`config.mk`:
```
export PLATFORM = sky130hd
export DESIGN_NAME = mod3_sampler
export DESIGN_NICKNAME = d
export VERILOG_FILES = /design/src/rtl/mod3_pkg.sv /design/src/rtl/mod3_byte.sv /design/src/rtl/mod3_sampler.sv
export SDC_FILE = /design/constraint.sdc
export NUM_CORES = 1
export LEC_CHECK = 0
export BUFFER_PORTS_ARGS = -buffer_cell sky130_fd_sc_hd__buf_4
export CAP_MARGIN = 10
export CORE_ASPECT_RATIO = 0.5
export CORE_MARGIN = 2
export CORE_UTILIZATION = 50
export CTS_CLUSTER_SIZE = 12
export DETAILED_ROUTE_END_ITERATION = 16
export HOLD_SLACK_MARGIN = 0.03
export PLACE_DENSITY = 0.7
export SLEW_MARGIN = 20
export SYNTH_ARGS = -nofsm -noshare
export SYNTH_HDL_FRONTEND = slang
export SYNTH_SLANG_ARGS = --single-unit
```
`constraint.sdc`:
```
create_clock -name clk -period 7.4 [get_ports clk]
set_input_delay 0.37 -clock clk [delete_from_list [all_inputs] [get_ports clk]]
set_output_delay 0.37 -clock clk [all_outputs]
set_load 0.03 [all_outputs]
```
`src/rtl/mod3_pkg.sv`:
```
`default_nettype none
// ============================================================================
//  Module      : mod3_pkg
//  Description : Shared types, residue encodings and sizing helper for the
//                mod-3 ternary sampler (signed output via MOD3_SIGNED_EN).
//  Revision    : 1.0  initial release
// ============================================================================
package mod3_pkg;

    typedef logic [1:0] coeff_t;

    localparam coeff_t MOD3_ZERO = 2'b00;
    localparam coeff_t MOD3_ONE  = 2'b01;
    localparam coeff_t MOD3_TWO  = 2'b10;
    localparam coeff_t MOD3_NEG1 = 2'b11;

    typedef enum logic [1:0] {
        IDLE  = 2'd0,
        RUN   = 2'd1,
        FLUSH = 2'd2,
        DONE  = 2'd3
    } sampler_state_t;

    function automatic int ceil_div(input int num, input int den);
        return (num + den - 1) / den;
    endfunction

endpackage
`default_nettype wire

```
`src/rtl/mod3_byte.sv`:
```
`default_nettype none
// ============================================================================
//  Module      : mod3_byte
//  Description : Combinational byte mod 3 reducer; each nibble is reduced
//                separately (16 = 1 mod 3) and the two residues are folded.
//  Revision    : 1.0  initial release
// ============================================================================
module mod3_byte
    import mod3_pkg::*;
(
    input  logic [7:0] i_byte,
    output coeff_t     o_res
);

    function automatic logic [1:0] nib_mod3(input logic [3:0] n);
        case (n)
            4'd0, 4'd3, 4'd6, 4'd9, 4'd12, 4'd15: return 2'd0;
            4'd1, 4'd4, 4'd7, 4'd10, 4'd13:       return 2'd1;
            default:                              return 2'd2;
        endcase
    endfunction

    logic [2:0] w_sum;

    assign w_sum = {1'b0, nib_mod3(i_byte[7:4])} + {1'b0, nib_mod3(i_byte[3:0])};

    always_comb begin
        case (w_sum)
            3'd1, 3'd4: o_res = MOD3_ONE;
            3'd2:       o_res = MOD3_TWO;
            default:    o_res = MOD3_ZERO;
        endcase
    end

endmodule
`default_nettype wire

```
`src/rtl/mod3_sampler.sv`:
```
`default_nettype none
// ============================================================================
//  Module      : mod3_sampler
//  Description : Streaming ternary sampler: bytes -> mod-3 coefficients,
//                one s1 register stage, packer, valid/ready output word.
//                Define MOD3_SIGNED_EN for centred two's complement output.
//  Revision    : 1.0  initial release
// ============================================================================
module mod3_sampler
    import mod3_pkg::*;
#(
    parameter int LANES      = 2,
    parameter int OUT_COEFFS = 10,
    parameter int N_COEFF    = 700
) (
    input  logic                    clk,
    input  logic                    rst,
    input  logic                    start,
    input  logic [8*LANES-1:0]      in_data,
    input  logic                    in_valid,
    output logic                    in_ready,
    output logic [2*OUT_COEFFS-1:0] out_data,
    output logic                    out_valid,
    input  logic                    out_ready,
    output logic                    out_last,
    output logic                    busy,
    output logic                    done
);

    localparam int N_WORDS = ceil_div(N_COEFF, OUT_COEFFS);
    localparam int CNT_W   = $clog2(N_COEFF + 1);
    localparam int FILL_W  = $clog2(OUT_COEFFS + 1);
    localparam int FW1     = FILL_W + 1;
    localparam int WORD_W  = $clog2(N_WORDS + 1);

    sampler_state_t          r_state;
    logic [CNT_W-1:0]        r_accept_cnt;
    logic                    r_s1_valid;
    logic [2*LANES-1:0]      r_s1_data;
    logic [2*LANES-1:0]      w_res;
    logic [FILL_W-1:0]       r_fill;
    logic [FILL_W-1:0]       w_base;
    logic [FILL_W-1:0]       w_fill_next;
    logic [2*OUT_COEFFS-1:0] r_pk_data;
    logic [2*OUT_COEFFS-1:0] w_pk_next;
    logic [WORD_W-1:0]       r_word_cnt;
    logic                    r_out_valid;
    logic                    r_out_last;
    logic [2*OUT_COEFFS-1:0] r_out_data;

    logic w_out_free;
    logic w_full;
    logic w_room;
    logic w_xfer;
    logic w_s1_move;
    logic w_accept;
    logic w_restart;

    for (genvar j = 0; j < LANES; j++) begin : g_lane
        coeff_t w_raw;
        mod3_byte u_byte (
            .i_byte (in_data[8*j +: 8]),
            .o_res  (w_raw)
        );
`ifdef MOD3_SIGNED_EN
        assign w_res[2*j +: 2] = (w_raw == MOD3_TWO) ? MOD3_NEG1 : w_raw;
`else
        assign w_res[2*j +: 2] = w_raw;
`endif
    end

    assign w_out_free = ~r_out_valid | out_ready;
    assign w_full     = (r_fill == FILL_W'(OUT_COEFFS));
    assign w_room     = ({1'b0, r_fill} + FW1'(LANES)) <= FW1'(OUT_COEFFS);
    // A short tail is only flushed once s1 has drained, so it really is the tail.
    assign w_xfer     = w_out_free &
                        (w_full | ((r_state == FLUSH) & (r_fill != '0) & ~r_s1_valid));
    assign w_s1_move  = r_s1_valid & (w_room | w_xfer);
    assign in_ready   = (r_state == RUN) & (r_accept_cnt < CNT_W'(N_COEFF)) &
                        (~r_s1_valid | w_s1_move);
    assign w_accept   = in_valid & in_ready;
    assign w_restart  = start & ((r_state == IDLE) | (r_state == DONE));

    always_comb begin
        w_base    = w_xfer ? '0 : r_fill;
        w_pk_next = w_xfer ? '0 : r_pk_data;
        if (w_s1_move) begin
            for (int j = 0; j < LANES; j++) begin
                w_pk_next[2*(int'(w_base) + j) +: 2] = r_s1_data[2*j +: 2];
            end
        end
        w_fill_next = w_s1_move ? (w_base + FILL_W'(LANES)) : w_base;
    end

    always_ff @(posedge clk) begin
        if (rst) begin
            r_state      <= IDLE;
            r_accept_cnt <= '0;
            r_s1_valid   <= 1'b0;
            r_s1_data    <= '0;
            r_fill       <= '0;
            r_pk_data    <= '0;
            r_word_cnt   <= '0;
            r_out_valid  <= 1'b0;
            r_out_last   <= 1'b0;
            r_out_data   <= '0;
        end else if (w_restart) begin
            r_state      <= RUN;
            r_accept_cnt <= '0;
            r_s1_valid   <= 1'b0;
            r_s1_data    <= '0;
            r_fill       <= '0;
            r_pk_data    <= '0;
            r_word_cnt   <= '0;
            r_out_valid  <= 1'b0;
            r_out_last   <= 1'b0;
            r_out_data   <= '0;
        end else begin
            case (r_state)
                RUN:     if (r_accept_cnt == CNT_W'(N_COEFF)) r_state <= FLUSH;
                FLUSH:   if (r_out_valid & out_ready & r_out_last) r_state <= DONE;
                default: r_state <= r_state;
            endcase

            if (w_accept) begin
                r_accept_cnt <= r_accept_cnt + CNT_W'(LANES);
            end

            if (w_accept) begin
                r_s1_valid <= 1'b1;
                r_s1_data  <= w_res;
            end else if (w_s1_move) begin
                r_s1_valid <= 1'b0;
            end

            r_fill    <= w_fill_next;
            r_pk_data <= w_pk_next;

            if (w_xfer) begin
                r_out_valid <= 1'b1;
                r_out_data  <= r_pk_data;
                r_out_last  <= (r_word_cnt == WORD_W'(N_WORDS - 1));
                r_word_cnt  <= r_word_cnt + 1'b1;
            end else if (out_ready) begin
                r_out_valid <= 1'b0;
                r_out_last  <= 1'b0;
            end
        end
    end

    assign out_data  = r_out_data;
    assign out_valid = r_out_valid;
    assign out_last  = r_out_last;
    assign busy      = (r_state == RUN) | (r_state == FLUSH);
    assign done      = (r_state == DONE);

endmodule
`default_nettype wire

```
==> impl_results.md <==
* Syn nets at 590
* Buffers on Ports at 45
* Fillers at 750
* Area contributors post-synth: dfxtp_1, ha_1, nand2_1
* CTS HTree Levels at 3
* Adder-cell area share of the yosys netlist at 9.58%
* Xor/xnor share of the synthesized area at 3.64%
* RSZ-0062 raised after global routing: false
* Gpl congestion at 0.969
* Top FF cell, synth: dfxtp_1
* Post-synthesis async set-or-reset flop share at 0%
* Worst-margin pin slew at 0.971 ns
* Core ar. at 8200 um2
* TritonCTS clock tree: built
* Clock slew seen by the registers of the worst setup and hold paths at 0.05 ns
* Die W at 136 um
* R2R Setup Slk at 2.78 ns
* Grt ovf at 0
* Starting Density at 52.9%
* Layout cells sized above 1 at 15.0%
* Max rail drop VDD at 0.000123 V
* DP HPWL at 7380 um
* Nets at 624
* Antenna Cells at 0
* Hold Path Depth at 2
* Largest family of logic cells by synthesized area: simple AND/OR/NAND/NOR gates
* Mapped Cells at 537
* Sequential fraction of the synthesis area at 31.9%
* Final setup fails at 0
* Yosys reg bits at 69
* Top achievable clock speed at 217 MHz
* Vias in the first global route at 3480
* Crit Path Class: reg2reg
* Synthesized area at 4340 um2
* Post-synth EDFFs at 0
* Status: finished, final reports clean
* # IOs at 46
* Routed Antenna Nets at 0
* Tmin final at 4.62 ns
* Total of max-cap violations at 0
* Leak Pwr at 1.98 nW
* Hold endpoint: r_state[0]
* Initial antenna violation count at 0
* Max clock buf depth at 2
* Cell area after placement at 4710 um2
* Synthesis-to-layout area growth at 16.4%
* Cells after DPL at 672
* Via count at 4005
* Arrival @ worst endpoint at 4.83 ns
* Hold_sp: rst
* Top cell type's share of synthesized area at 31.9%
* Synth Warn # at 0
* Setup ws final at 2.78 ns
* Synth Area per Inst at 8.07 um2
* Pins Over Slew Limit at 0
* All-Layer GR Usage at 22.3%
* Post-CTS sizing at 0
* PwrDens at 223 nW/um2
* Clock Tree Root: clkbuf_16
* Mux share of post-synthesis cell area at 2.77%
* Compound-Gate Fraction of Synth Area at 22.5%
* R2R depth at 13
* Yosys cell types at 74
* Fin Hold WS at 0.214 ns
* Area leader, netlist: dfxtp_1
* Place WS at 2.85 ns
* Slew headroom at 35.0%
* First-pass GRT wire length at 17000 um
* Critical path launch point type: register
* Clk_lat worst skew at 0.33 ns
* Reg2reg end: r_pk_data[14]
* CP required at 7.61 ns
* Worst min path class: in2reg
* Iter 0 DRT Violations at 283
* Die footprint at 9480 um2
* Post-CTS Hold Buffers at 0
* Die H at 69.8 um
* Post-Route WL at 10400 um
* CTS sink count at 69
* Max FO, Critical Path at 52
* Post-CTS Setup Inserts at 0
* Final cell count without fillers at 687
* DR vias/cell at 5.83
* Final period util at 62.4%
* Drt first pass iters at 5
* Wire per inst at 15.1 um
* Final setup TNS at 0 ns
* Hold Fails Final Rpt at 0
* Final core occ at 61.5%
* Clock skew at 0.00524 ns
* Largest net degree at the start of global routing at 61
* Tot Pwr at 1.13 mW
* TritonCTS buffer count at 9
* Cell row count at 23
* Final instance area at 5040 um2
* Post-Synth Simple-Gate Area at 24.6%
* DRC errors left at 0
* FF-to-FF Start: r_state[0]
* Critical Path End Type: register
==> kinds of logic (layout without fill, tap and decap cells) <==
logic type / Yosys count / after routing
XOR/XNOR: 18 / 18
AO/OA/AOI/OAI: 145 / 145
flip-flops: 69 / 69
adder cells (fa/ha/maj): 32 / 32
multiplexers: 10 / 10
AND/OR/NAND/NOR: 215 / 215
buffers and inverters: 48 / 86
==> Yosys cell counts (6+ instances only) <==
cell	number
nor2_1	32
a31oi_1	8
xnor2_1	13
nand2b_1	11
nand4_1	7
clkbuf_1	13
nor3_1	6
a21o_1	9
nand2_1	87
a211oi_1	7
and3_1	8
dfxtp_1	69
nand3_1	26
o211ai_1	7
o21ai_0	13
nand3b_1	6
ha_1	30
a21oi_1	56
inv_1	21
==> state kept, by name, summed over array words and instances (netlist names) <==
signal	flops
r_accept_cnt	9
out_valid	1
out_data	20
r_fill	4
r_s1_data	4
r_s1_valid	1
r_word_cnt	7
r_state	2
r_pk_data	20
out_last	1
==> layout make-up <==
cell class	instances	area, um2	area share (%)
clock buffer	9	225	4.46
clock inverter	6	113	2.23
timing repair buffer	49	368	7.29
sequential	69	1380	27.4
multi-input combinational	420	2740	54.2
tap	112	140	2.78
inverter	22	82.6	1.64
==> layer usage <==
layer,wire (um),part of all wire (%),GRT usage [%]
met1,5130,49,32.2
met2,4440,43,33.2
met3,702,6.8,5.34
met4,105,1.0,5.67
met5,0,0,0
==> layout by cell type (no fill, tap or decap), types with 5 or more instances in the layout <==
cell type,count
a21o_1,8
ha_1,30
nand2_1,87
dfxtp_1,69
inv_1,21
buf_4,49
nand4_1,7
xnor2_1,13
nor2_1,32
a211oi_1,7
a31oi_1,8
and3_1,8
xor2_1,5
nor2b_1,5
nor3_1,6
clkbuf_16,9
a22oi_1,5
nand2b_1,11
o21ai_0,13
o211ai_1,7
nor4_1,5
mux2_2,5
nand3b_1,6
a21oi_1,56
nand3_1,26
==> power breakdown <==
group	total, mW	internal [mW]	switching [mW]
combinational	0.241	0.0890	0.152
clock	0.486	0.327	0.159
sequential	0.398	0.383	0.0155
==> worst max path at each step <==
stage | startpoint | endpoint | slack (ns) | cells after the start
3_3_place_gp | r_fill[3] | r_pk_data[16] | 2.99 | 12
2_1_floorplan | r_fill[2] | r_pk_data[4] | 3.96 | 16
6_report | r_state[0] | r_pk_data[14] | 2.78 | 13
3_5_place_dp | r_state[0] | r_pk_data[3] | 2.85 | 16
4_1_cts | r_state[0] | r_pk_data[3] | 2.84 | 16
5_1_grt | r_state[0] | r_pk_data[5] | 2.51 | 16
==> worst max-delay path, cell delays in order (launching register included) <==
cell and delay (ns):
dfxtp_1 0.39, inv_1 0.08, ha_1 0.25, and2b_4 0.21
a211o_1 0.30, nand2_2 0.70, nand2_1 0.38, ha_1 0.35
and2_1 0.15, ha_1 0.35, a21boi_1 0.50, and3_1 0.29
o21ai_1 0.11, mux2_1 0.37
No activity file was read; power rests on OpenSTA's default activity.
